## src/rtl/clint_ahb_bridge_if.sv

```systemverilog
// AHB-Lite slave-side bus bundle for the CLINT bridge.
// The master modport drives the address/data phase; the slave modport answers.
interface clint_ahb_bridge_if;
  logic        HSEL;
  logic [31:0] HADDR;
  logic [1:0]  HTRANS;
  logic        HWRITE;
  logic [2:0]  HSIZE;
  logic [31:0] HWDATA;
  logic        HREADY;
  logic [31:0] HRDATA;
  logic        HREADYOUT;
  logic        HRESP;

  modport master (
    output HSEL, HADDR, HTRANS, HWRITE, HSIZE, HWDATA, HREADY,
    input  HRDATA, HREADYOUT, HRESP
  );

  modport slave (
    input  HSEL, HADDR, HTRANS, HWRITE, HSIZE, HWDATA, HREADY,
    output HRDATA, HREADYOUT, HRESP
  );
endinterface

```

## src/rtl/clint_ahb_bridge.sv

```systemverilog
// AHB-Lite to CLINT register bridge.
// Decodes an accepted address phase into a one-hot CLINT register select,
// issues a zero-wait write strobe or a one-wait-state read, and answers
// illegal requests.
// Optional feature macro: CLINT_BRIDGE_ERR_EN -- when defined, illegal
// requests get a two-cycle ERROR response; otherwise illegal writes are
// dropped with OKAY and illegal reads return zero with OKAY.
module clint_ahb_bridge #(
  parameter logic [15:0] MSIP_OFF     = 16'h0000,
  parameter logic [15:0] MTIMECMP_OFF = 16'h4000,
  parameter logic [15:0] MTIME_OFF    = 16'hBFF8
) (
  input  logic                     CLK,
  input  logic                     nRST,
  clint_ahb_bridge_if.slave        ahb,
  input  logic [31:0]              clint_rdata,
  output logic                     mtime_sel,
  output logic                     mtimeh_sel,
  output logic                     mtimecmp_sel,
  output logic                     mtimecmph_sel,
  output logic                     msip_sel,
  output logic                     clint_wen,
  output logic                     clint_ren,
  output logic [31:0]              clint_wdata,
  output logic [31:0]              clint_addr
);

  localparam logic [2:0] S_IDLE = 3'd0;
  localparam logic [2:0] S_WR   = 3'd1;
  localparam logic [2:0] S_RD1  = 3'd2;
  localparam logic [2:0] S_RD2  = 3'd3;
`ifdef CLINT_BRIDGE_ERR_EN
  localparam logic [2:0] S_ERR1 = 3'd4;
  localparam logic [2:0] S_ERR2 = 3'd5;
`endif

  // Select vector bit order: {msip, mtimecmph, mtimecmp, mtimeh, mtime}
  logic [2:0]  r_state;
  logic [2:0]  w_state_nxt;
  logic [4:0]  r_sel;
  logic [31:0] r_addr;
  logic [31:0] r_rdata;

  logic [15:0] w_off;
  logic [4:0]  w_dec;
  logic        w_legal;
  logic        w_accept;
  logic        w_slot;
  logic        w_take;
  logic        w_active;
  logic        w_readyout;
  logic        w_resp;

  // HTRANS[0] only distinguishes SEQ from NONSEQ, which the bridge treats alike.
  logic        w_unused_ok;
  assign w_unused_ok = ahb.HTRANS[0];

  assign w_off    = ahb.HADDR[15:0];
  assign w_accept = ahb.HSEL & ahb.HTRANS[1] & ahb.HREADY;
  assign w_slot   = w_readyout;
  assign w_take   = w_accept & w_slot;

  // Offset decode into a one-hot select plus the legality check.
  always_comb begin
    w_dec = 5'b00000;
    if (w_off == MSIP_OFF)                     w_dec[4] = 1'b1;
    else if (w_off == MTIMECMP_OFF + 16'd4)    w_dec[3] = 1'b1;
    else if (w_off == MTIMECMP_OFF)            w_dec[2] = 1'b1;
    else if (w_off == MTIME_OFF + 16'd4)       w_dec[1] = 1'b1;
    else if (w_off == MTIME_OFF)               w_dec[0] = 1'b1;
    w_legal = (|w_dec) && (ahb.HADDR[1:0] == 2'b00) && (ahb.HSIZE == 3'b010);
  end

  // Next-state logic; accepts are only taken in cycles where HREADYOUT is high.
  always_comb begin
    w_state_nxt = S_IDLE;
    case (r_state)
      S_RD1:  w_state_nxt = S_RD2;
`ifdef CLINT_BRIDGE_ERR_EN
      S_ERR1: w_state_nxt = S_ERR2;
`endif
      default: begin
        if (w_take) begin
`ifdef CLINT_BRIDGE_ERR_EN
          if (!w_legal)        w_state_nxt = S_ERR1;
          else if (ahb.HWRITE) w_state_nxt = S_WR;
          else                 w_state_nxt = S_RD1;
`else
          // Illegal requests still walk the normal path, just with no select.
          if (ahb.HWRITE) w_state_nxt = S_WR;
          else            w_state_nxt = S_RD1;
`endif
        end
      end
    endcase
  end

  // State register; reset drops any transfer in flight.
  always_ff @(posedge CLK or negedge nRST) begin
    if (!nRST) r_state <= S_IDLE;
    else       r_state <= w_state_nxt;
  end

  // Latch address and decoded select at each accepted address phase.
  always_ff @(posedge CLK or negedge nRST) begin
    if (!nRST) begin
      r_sel  <= 5'b00000;
      r_addr <= 32'h0;
    end else if (w_take) begin
      r_sel  <= w_legal ? w_dec : 5'b00000;
      r_addr <= ahb.HADDR;
    end
  end

  // Capture CLINT read data in RD1; an unselected (illegal) read yields zero.
  always_ff @(posedge CLK or negedge nRST) begin
    if (!nRST)                  r_rdata <= 32'h0;
    else if (r_state == S_RD1)  r_rdata <= (|r_sel) ? clint_rdata : 32'h0;
  end

  assign w_active   = (r_state == S_WR) || (r_state == S_RD1);
`ifdef CLINT_BRIDGE_ERR_EN
  assign w_readyout = (r_state != S_RD1) && (r_state != S_ERR1);
  assign w_resp     = (r_state == S_ERR1) || (r_state == S_ERR2);
`else
  assign w_readyout = (r_state != S_RD1);
  assign w_resp     = 1'b0;
`endif

  assign msip_sel      = w_active & r_sel[4];
  assign mtimecmph_sel = w_active & r_sel[3];
  assign mtimecmp_sel  = w_active & r_sel[2];
  assign mtimeh_sel    = w_active & r_sel[1];
  assign mtime_sel     = w_active & r_sel[0];
  assign clint_wen     = (r_state == S_WR)  & (|r_sel);
  assign clint_ren     = (r_state == S_RD1) & (|r_sel);
  assign clint_wdata   = ahb.HWDATA;
  assign clint_addr    = r_addr;

  assign ahb.HRDATA    = r_rdata;
  assign ahb.HREADYOUT = w_readyout;
  assign ahb.HRESP     = w_resp;

endmodule

```

## src/flat_wrapper.sv

```systemverilog
// flat-port wrapper written by rule: the top's interface ports become plain ports
module clint_ahb_bridge_flat 
#(
  parameter logic [15:0] MSIP_OFF     = 16'h0000,
  parameter logic [15:0] MTIMECMP_OFF = 16'h4000,
  parameter logic [15:0] MTIME_OFF    = 16'hBFF8
)
  (CLK, nRST, clint_rdata, mtime_sel, mtimeh_sel, mtimecmp_sel, mtimecmph_sel, msip_sel, clint_wen, clint_ren, clint_wdata, clint_addr, ahb_HSEL, ahb_HADDR, ahb_HTRANS, ahb_HWRITE, ahb_HSIZE, ahb_HWDATA, ahb_HREADY, ahb_HRDATA, ahb_HREADYOUT, ahb_HRESP);
  clint_ahb_bridge_if ahb_i ();
  input  logic CLK;
  input  logic nRST;
  input  logic [31:0] clint_rdata;
  output logic mtime_sel;
  output logic mtimeh_sel;
  output logic mtimecmp_sel;
  output logic mtimecmph_sel;
  output logic msip_sel;
  output logic clint_wen;
  output logic clint_ren;
  output logic [31:0] clint_wdata;
  output logic [31:0] clint_addr;
  input wire logic [$bits(ahb_i.HSEL)-1:0] ahb_HSEL;
  input wire logic [$bits(ahb_i.HADDR)-1:0] ahb_HADDR;
  input wire logic [$bits(ahb_i.HTRANS)-1:0] ahb_HTRANS;
  input wire logic [$bits(ahb_i.HWRITE)-1:0] ahb_HWRITE;
  input wire logic [$bits(ahb_i.HSIZE)-1:0] ahb_HSIZE;
  input wire logic [$bits(ahb_i.HWDATA)-1:0] ahb_HWDATA;
  input wire logic [$bits(ahb_i.HREADY)-1:0] ahb_HREADY;
  output wire logic [$bits(ahb_i.HRDATA)-1:0] ahb_HRDATA;
  output wire logic [$bits(ahb_i.HREADYOUT)-1:0] ahb_HREADYOUT;
  output wire logic [$bits(ahb_i.HRESP)-1:0] ahb_HRESP;
  assign ahb_i.HSEL = ahb_HSEL;
  assign ahb_i.HADDR = ahb_HADDR;
  assign ahb_i.HTRANS = ahb_HTRANS;
  assign ahb_i.HWRITE = ahb_HWRITE;
  assign ahb_i.HSIZE = ahb_HSIZE;
  assign ahb_i.HWDATA = ahb_HWDATA;
  assign ahb_i.HREADY = ahb_HREADY;
  assign ahb_HRDATA = ahb_i.HRDATA;
  assign ahb_HREADYOUT = ahb_i.HREADYOUT;
  assign ahb_HRESP = ahb_i.HRESP;
  clint_ahb_bridge #(.MSIP_OFF(MSIP_OFF), .MTIMECMP_OFF(MTIMECMP_OFF), .MTIME_OFF(MTIME_OFF)) u_core (.CLK(CLK), .nRST(nRST), .ahb(ahb_i), .clint_rdata(clint_rdata), .mtime_sel(mtime_sel), .mtimeh_sel(mtimeh_sel), .mtimecmp_sel(mtimecmp_sel), .mtimecmph_sel(mtimecmph_sel), .msip_sel(msip_sel), .clint_wen(clint_wen), .clint_ren(clint_ren), .clint_wdata(clint_wdata), .clint_addr(clint_addr));
endmodule
```

## config.mk

```make
export PLATFORM = sky130hd
export DESIGN_NAME = clint_ahb_bridge_flat
export DESIGN_NICKNAME = d
export VERILOG_FILES = /design/src/rtl/clint_ahb_bridge_if.sv /design/src/rtl/clint_ahb_bridge.sv /design/src/flat_wrapper.sv
export SDC_FILE = /design/constraint.sdc
export NUM_CORES = 1
export LEC_CHECK = 0
export CAP_MARGIN = 30
export CORE_ASPECT_RATIO = 0.5
export CORE_MARGIN = 2
export CORE_UTILIZATION = 36
export CTS_BUF_LIST = sky130_fd_sc_hd__clkbuf_4 sky130_fd_sc_hd__clkbuf_8
export CTS_CLUSTER_SIZE = 24
export DETAILED_ROUTE_END_ITERATION = 6
export PLACE_DENSITY = 0.83
export SETUP_SLACK_MARGIN = 0.1
export SLEW_MARGIN = 20
export SYNTH_ARGS = -nofsm -noshare
export SYNTH_HDL_FRONTEND = slang
export SYNTH_SLANG_ARGS = --single-unit
```

## constraint.sdc

```tcl
create_clock -name CLK -period 2.15 [get_ports CLK]
set_clock_uncertainty 0.05 [all_clocks]
set_input_delay 0.3225 -clock CLK [delete_from_list [all_inputs] [get_ports CLK]]
set_output_delay 0.3225 -clock CLK [all_outputs]
set_load 0.1 [all_outputs]
```

# Word level (Yosys, flattened, before mapping)
# Cells that the tools add are included.
# W data, S select, Z words.
dict set report word_totals {
  reg_bits 72
  input_bits 106
  output_inout_bits 105
  word_cells 43
}
dict set report op_classes {
  n_eq_ne 8
  n_mux 14
  n_bitwise 10
  n_reduce_logical 7
}
# op n
set ops {}
lappend ops {{$eq A16 B15 Y1 const B} 2}
lappend ops {{$eq A16 B16 Y1 const B} 2}
lappend ops {{$mux W32} 1}
lappend ops {{$logic_not A16 Y1} 1}
lappend ops {{$and A1 B1 Y1} 10}
lappend ops {{$reduce_or A5 Y1} 2}
lappend ops {{$mux W3} 3}
lappend ops {{$eq A3 B2 Y1 const B} 2}
lappend ops {{$mux W1} 6}
lappend ops {{$mux W5} 1}
lappend ops {{$mux W2} 2}
lappend ops {{$mux W4} 1}
lappend ops {{$eq A3 B1 Y1 const B} 1}
lappend ops {{$ne A3 B2 Y1 const B} 1}
lappend ops {{$logic_and A1 B1 Y1} 2}
lappend ops {{$logic_not A2 Y1} 1}
lappend ops {{$logic_or A1 B1 Y1} 1}

# Longest topological paths before layout
# Gate-level depths: netlist (run 1).
dict set report logic_depth {
  depth_word 10
  ltp_mapped 7
  mapped_depth_nobuf 5
}

# Least setup slack after synthesis (run 1)
# OpenSTA, ideal clock, no wires.
dict set report synth_path {
  path_type {register -> output}
  from {reg u_core.r_state[0]}
  to {out msip_sel}
  t_arrival_ps 2052
  required_ps 1778
  path_slack_ps -275
  stages_incl_launch_ff 4
  path_buffers 0
  cell_sequence {dfrtp_1 > inv_1 > ha_1 > nor2b_1}
}
dict set report synth_between {
  elab_chain_len 3
  word_cells_on_any_way 4
  classes_between {eq/ne: 2; bitwise: 1; reduce/logical: 1}
}
# element line_no
set synth_lines {}
lappend synth_lines {{start, declared} clint_ahb_bridge.sv:38} ;# logic [2:0] r_state;
lappend synth_lines {{start signal, assigned} clint_ahb_bridge.sv:101} ;# else r_state <= w_state_nxt;
lappend synth_lines {{$eq A3 B1 Y1 or $eq A3 B2 Y1 (tied branches)} clint_ahb_bridge.sv:121} ;# assign w_active = (r_state == S_WR) || (r_state == S_RD1);
lappend synth_lines {{$logic_or A1 B1 Y1 *} clint_ahb_bridge.sv:121}
lappend synth_lines {{$and A1 B1 Y1 *} clint_ahb_bridge.sv:130} ;# assign msip_sel = w_active & r_sel[4];
lappend synth_lines {{end, declared} flat_wrapper.sv:17} ;# output logic msip_sel;
# Mark *: on every way between the ends. The rest lies on a longest branch, timed or not.

# Worst setup path in the final report (run 1)
dict set report layout_path {
  from {reg u_core.r_sel[4]}
  to {out clint_ren}
}
dict set report layout_between {
  elab_chain_len 2
}
# element line_no
set layout_lines {}
lappend layout_lines {{start, declared} clint_ahb_bridge.sv:40} ;# logic [4:0] r_sel;
lappend layout_lines {{start signal, assigned} clint_ahb_bridge.sv:110} ;# r_sel <= w_legal ? w_dec : 5'b00000;
lappend layout_lines {{$reduce_or A5 Y1} clint_ahb_bridge.sv:136} ;# assign clint_ren = (r_state == S_RD1) & (|r_sel);
lappend layout_lines {{$and A1 B1 Y1} clint_ahb_bridge.sv:136}
lappend layout_lines {{end, declared} flat_wrapper.sv:19} ;# output logic clint_ren;
# Every way passes these cells.

==> reports/qor.csv, run 1 <==
metric,value,unit
GRT Util Overall,17.0,%
register-to-register setup slack,300,ps
floorplan die width,133,um
endpoint with the worst hold slack,u_core.clint_addr[14],
floorplan die height,68.7,um
"EDFF count, synth",0,
first-pass GRT wire length,12100,um
hold depth,2,
number of iterations in the first detailed-routing pass,4,
via count of the first global-routing pass,2402,
maximum level of the CTS H-tree,3,
"Period Utilization, post-route",95.8,%
number of sinks on the clock net,71,
Rows,23,
cell area after technology mapping,0.00302,mm2
buffer cell driving the clock tree root,clkbuf_8,
top cell type's share of synthesized area,58.9,%
Yosys reg bits,71,
Critical Path Fanout Max,3,
total power draw,5.92,mW
Worst IR Drop VDD,0.562,mV
Post-Place Worst Slack,259,ps
worst hold path type,reg -> reg,
DRC marker count from the first detailed-route iteration,174,
sw power,2.84,mW
setup repair after global routing missed its margin,yes,
Switching Fraction,47.9,%
residual antenna-violating net count after detailed routing,0,
transition time at the pin with the least slew margin,505,ps
area of the die,0.00917,mm2
proportion of layout cells with a drive suffix above 1,24.6,%
endpoints failing setup,0,
remaining max-slew budget at the tightest pin,66.1,%
total wirelength of the detailed-routed design,8020,um
ant diodes,0,
Max Cap Viol,0,
TritonCTS clock tree,done,
starting density of the core,37.4,%
power density over the cells,1300,mW/mm2
pin count of the biggest net entering global routing,72,
gate count of the mapped netlist,290,
f_max,0.486,GHz
static power due to leakage,2.28,nW
start-to-end type of the worst setup path,reg -> out,
required time reported for the critical path endpoint,1780,ps
final period demand of the worst path,2060,ps
internal power component,3.08,mW
total congestion overflow,0,
initial antenna violation count,0,
met1 usage in global routing,19.3,%
final standard cell count with taps included and fillers excluded,526,
data arrival time at the worst-slack endpoint,1690,ps
Setup crit end kind,output port,
HPWL after detailed placement,5650,um
Syn-to-layout area delta,51.3,%
capture point of the worst reg-to-reg path,u_core.r_sel[0],
Gate power share,46.9,%
status,completed,
portion of total power attributed to the clock network,24.2,%
async set or reset register ratio after synthesis,100,%
clock network latency to the later pin of the worst-skew pair,340,ps
ranking of synthesized cells by area,"dfrtp_1 (59%), nand2_1 (13%), a22o_1 (9.3%)",
Setup TNS,0,ps
average via count per standard cell,4.63,
dpl cells,505,
most area-hungry cell type in the Yosys netlist,dfrtp_1,
fraction of the yosys area taken by sequential cells,58.9,%
number of filler cells placed in the layout,674,
drt drc,0,
ranking of synthesized cells by instance count,"nand2_1 (104), dfrtp_1 (71), buf_4 (33), a22o_1 (32), clkbuf_1 (7)",
average cell area after synthesis,10.4,um2
wire per inst,15.2,um
I/O pin count,211,
vias,2433,
r2r startpoint,u_core.r_state[0],
met2 track demand over resource,31.4,%
number of buffers added by the clock tree synthesis step,9,
fin. max-slew vios,0,
number of nets in the synthesized netlist,398,
startpoint of the tightest hold check path,u_core.clint_addr[14],
placeable core region,0.00806,mm2
power share of the sequential group,28.9,%
element type at the critical path start,register,
final critical-path setup slack,90.3,ps
Register-to-Register Path Depth,5,
busiest layer in global routing,met2,
Synth warnings,0,
Port Buffer Count,144,
number of failing hold endpoints at the final stage,0,
Main synth FF type,dfrtp_1,
unique cell type count in the Yosys netlist,26,
GR met3 Demand/Resource,5.34,%
clock transition at the registers of the reported paths,70,ps
final weighted congestion of routability-driven global placement,0.812,
"Net count, final",517,
most frequent cell after synthesis,nand2_1,
Longest Clk Path Bufs,2,
## logic make-up (layout without fill, tap and decap cells)
kind of cell / after synthesis / count (layout) / share of synthesized area, %
and+or+nand+nor: 126 / 126 / 18.0
DFF: 71 / 71 / 58.9
buffers and inverters: 50 / 173 / 11.1
AOI/OAI and AO/OA: 40 / 41 / 11.1
adders and majority gates: 2 / 2 / 0.829
other: 1 / 1 / 0.124
## power groups by stage
stage | Clock, mW | Combinational [mW] | Sequential (mW)
6_report | 1.43 | 2.78 | 1.71
5_1_grt | 1.52 | 2.89 | 1.74
4_1_cts | 1.47 | 2.80 | 1.71
3_5_place_dp | 0 | 2.78 | 1.73
3_3_place_gp | 0 | 2.76 | 1.72
2_1_floorplan | 0 | 0.665 | 3.40
## area by class of cell
type,count,area (um2),area share (%)
repair buffers,154,1450,31.7
well taps,112,140,3.07
inverters,3,12.5,0.274
multi-input cells,170,915,20.0
clock buffers,11,145,3.18
clock inverters,5,129,2.82
flip-flops and latches,71,1780,38.9
## cells in the final DEF, fill, tap and decap left out, types with 3 or more instances in the layout
master / count
buf_12: 9
nand2_1: 104
buf_4: 72
a22o_1: 32
nor4_1: 3
nor2b_1: 5
nand4_1: 5
clkdlybuf4s50_1: 71
o21ai_0: 5
dfrtp_1: 71
clkbuf_8: 10
bufinv_16: 4
## sequential cells by signal (all words and copies together) (netlist names)
signal / flops
u_core.ahb.HRDATA: 32
u_core.clint_addr: 32
u_core.r_sel: 5
u_core.r_state: 2
## worst max path at each step
stage	from	to
floorplan	u_core.r_state[0]	msip_sel
global route	u_core.r_sel[4]	clint_ren
CTS	u_core.r_sel[4]	clint_wen
global placement	ahb_HREADY	u_core.r_sel[4]
detailed placement	ahb_HREADY	u_core.r_sel[0]
finish	u_core.r_sel[4]	clint_ren
## per-stage QoR
step / hold WS, ps / instance area, um2 / utilization [%]
after floorplan: -23.1 / 3020 / -
after global routing: 438 / 4560 / 56.6
after global placement: 328 / 4250 / 52.7
after detailed placement: 330 / 4250 / 52.7
final: 426 / 4560 / 56.6
after CTS: 432 / 4560 / 56.6
## timing repair
action                     CTS  global route
setup buffers                2             1
pin swaps                    2             1
setup endpoints to repair    3             2
resized for setup            1             0
hold buffers                 1             0
hold endpoints to repair    71             0
gates cloned                 1             0
## worst max-delay path, stage by stage, from the launching register on
cell	delay, ps
dfrtp_1	390
or4_4	560
o21a_4	230
buf_12	160
## routing by layer
metal	vias to the layer above	wire, um
li1	1175	-
met1	1185	3200
met2	55	4290
met3	18	402
met4	0	121
met5	-	0
Note: power is estimated with default switching activity, not from simulation.
==> run 2: changes to the inputs <==
CORE_MARGIN = unset   (was 2)
==> run 2 against run 1 <==
  * Maximum frequency up 1.1%
  * The flow now finishes with violations (design-rule violations)
  * Die area down 4.4%
  * Largest cell class unchanged
  * Hold slack worse by 23 ps
  * Critical path depth unchanged
==> reports/qor.csv, run 2 (synthesis gave the netlist of run 1 again) <==
metric,value,unit
I/O pin count,211,
Rows,23,
clock transition at the registers of the reported paths,70,ps
internal power component,2.84,mW
status,finished with violations,
setup repair after global routing missed its margin,yes,
met1 usage in global routing,21.0,%
Critical Path Fanout Max,2,
HPWL after detailed placement,5770,um
final period demand of the worst path,2040,ps
worst setup path startpoint,u_core.r_sel[3],
CP endpoint,clint_ren,
sw power,2.81,mW
r2r startpoint,u_core.r_sel[3],
capture point of the worst reg-to-reg path,u_core.ahb.HRDATA[4],
Post-DP Area,0.00426,mm2
power share of the sequential group,30.3,%
clock network latency to the later pin of the worst-skew pair,330,ps
cell area after layout,0.00452,mm2
static power due to leakage,2.26,nW
"commonest cells after routing, fill and taps aside","nand2_1 (104), buf_4 (73), clkdlybuf4s50_1 (71), dfrtp_1 (71), a22o_1 (32)",
Post-Place Worst Slack,309,ps
power density over the cells,1250,mW/mm2
worst hold path type,in -> async,
element type at the critical path start,register,
f_max,0.491,GHz
Port Buffer Count,144,
Layout Utilization,56.1,%
Max Cap Viol,0,
residual antenna-violating net count after detailed routing,0,
initial antenna violation count,0,
portion of total power attributed to the clock network,20.4,%
proportion of layout cells with a drive suffix above 1,24.6,%
register-to-register setup slack,360,ps
maximum level of the CTS H-tree,3,
Setup crit end kind,output port,
drt drc,1,
fin. max-slew vios,0,
average via count per standard cell,4.63,
"Net count, final",517,
busiest layer in global routing,met2,
first-pass GRT wire length,12000,um
Gate power share,49.2,%
"Period Utilization, post-route",94.8,%
endpoints failing setup,0,
most frequent standard cell in the layout excluding fill and tap cells,nand2_1,
number of filler cells placed in the layout,678,
Syn-to-layout area delta,49.7,%
placeable core region,0.00806,mm2
TritonCTS clock tree,done,
failing checks,design-rule violations,
total congestion overflow,0,
critical path cell sequence,or4_4 > o21a_4 > buf_12,
data arrival time at the worst-slack endpoint,1660,ps
area of the die,0.00877,mm2
total wirelength of the detailed-routed design,7930,um
DRC marker count from the first detailed-route iteration,126,
floorplan die width,131,um
wire per inst,15.1,um
pin count of the biggest net entering global routing,57,
worst hold slack,403,ps
number of sinks on the clock net,71,
Switching Fraction,49.7,%
Worst IR Drop VDD,0.594,mV
floorplan die height,66.7,um
final weighted congestion of routability-driven global placement,0.832,
number of failing hold endpoints at the final stage,0,
number of buffers added by the clock tree synthesis step,9,
Critical Path Slowest Stage Cell,or4_4,
buffer cell driving the clock tree root,clkbuf_8,
number of iterations in the first detailed-routing pass,7,
Longest Clk Path Bufs,2,
GR met3 Demand/Resource,5.25,%
required time reported for the critical path endpoint,1780,ps
met2 track demand over resource,31.2,%
Register-to-Register Path Depth,4,
vias,2438,
ant diodes,0,
starting density of the core,37.4,%
via count of the first global-routing pass,2355,
start-to-end type of the worst setup path,reg -> out,
GRT Util Overall,18.0,%
final critical-path setup slack,113,ps
slowest cell delay on critical path,530,ps
run 2: changes by cell type in the layout (fill, tap and decap cells not counted), sizes merged:
cell / change
buf: +1
bufinv: -3
o21a: -1
clkbuf: +3
run 2: worst min-delay path by stage:
stage / end / cells after the start / from / slack [ps]
after floorplan: u_core.ahb.HRDATA[0] / 0 / nRST / -20
final: u_core.ahb.HRDATA[10] / 2 / nRST / 400
after CTS: u_core.ahb.HRDATA[17] / 2 / nRST / 370
after detailed placement: u_core.ahb.HRDATA[10] / 1 / nRST / 210
after global placement: u_core.ahb.HRDATA[10] / 1 / nRST / 210
after global routing: u_core.ahb.HRDATA[10] / 2 / nRST / 440
run 2: layout make-up:
type / instances / area (um2) / share of cell area, %
clock buffers: 14 / 193 / 4.27
repair buffers: 155 / 1450 / 32.2
inverters: 3 / 12.5 / 0.277
multi-input cells: 169 / 906 / 20.1
clock inverters: 2 / 35.0 / 0.776
well taps: 112 / 140 / 3.10
flip-flops and latches: 71 / 1780 / 39.3
run 2: what timing repair did:
item,CTS,global route
cloned,0,0
resized for setup,1,0
setup buffers,3,0
hold buffers,1,0
pin swaps,2,1
endpoints found under the hold margin,15,0
setup endpoints to repair,3,2
run 2: through the flow:
stage	setup TNS (ps)	total power, mW	instances
2_1_floorplan	-1370	4.07	290
3_3_place_gp	0	4.48	506
3_5_place_dp	0	4.52	506
4_1_cts	0	5.70	526
5_1_grt	0	5.85	526
6_report	0	5.65	526
run 2: worst max-delay path, delay by kind of cell (launching register included):
family,cells,cell delay [ps]
simple gates,1,530
flops,1,410
compound gates,1,220
buf+inv,1,160
run 2: per-layer routing:
layer	part of all wire [%]	up-vias
met5	0	-
met4	1.9	0
met3	4.7	19
met2	53	44
met1	40	1205
li1	-	1170
run 2: power by group through the flow:
stage	clock (mW)	combinational (mW)	sequential, mW
2_1_floorplan	0	0.665	3.40
4_1_cts	1.20	2.80	1.71
5_1_grt	1.23	2.88	1.74
3_5_place_dp	0	2.79	1.73
3_3_place_gp	0	2.76	1.72
6_report	1.15	2.78	1.71
==> run 3: changes to the inputs <==
CAP_MARGIN = 20   (was 30)
SLEW_MARGIN = unset   (was 20)
==> results of run 3 <==
Final layout, timing and power as in run 2 (identical DEF).
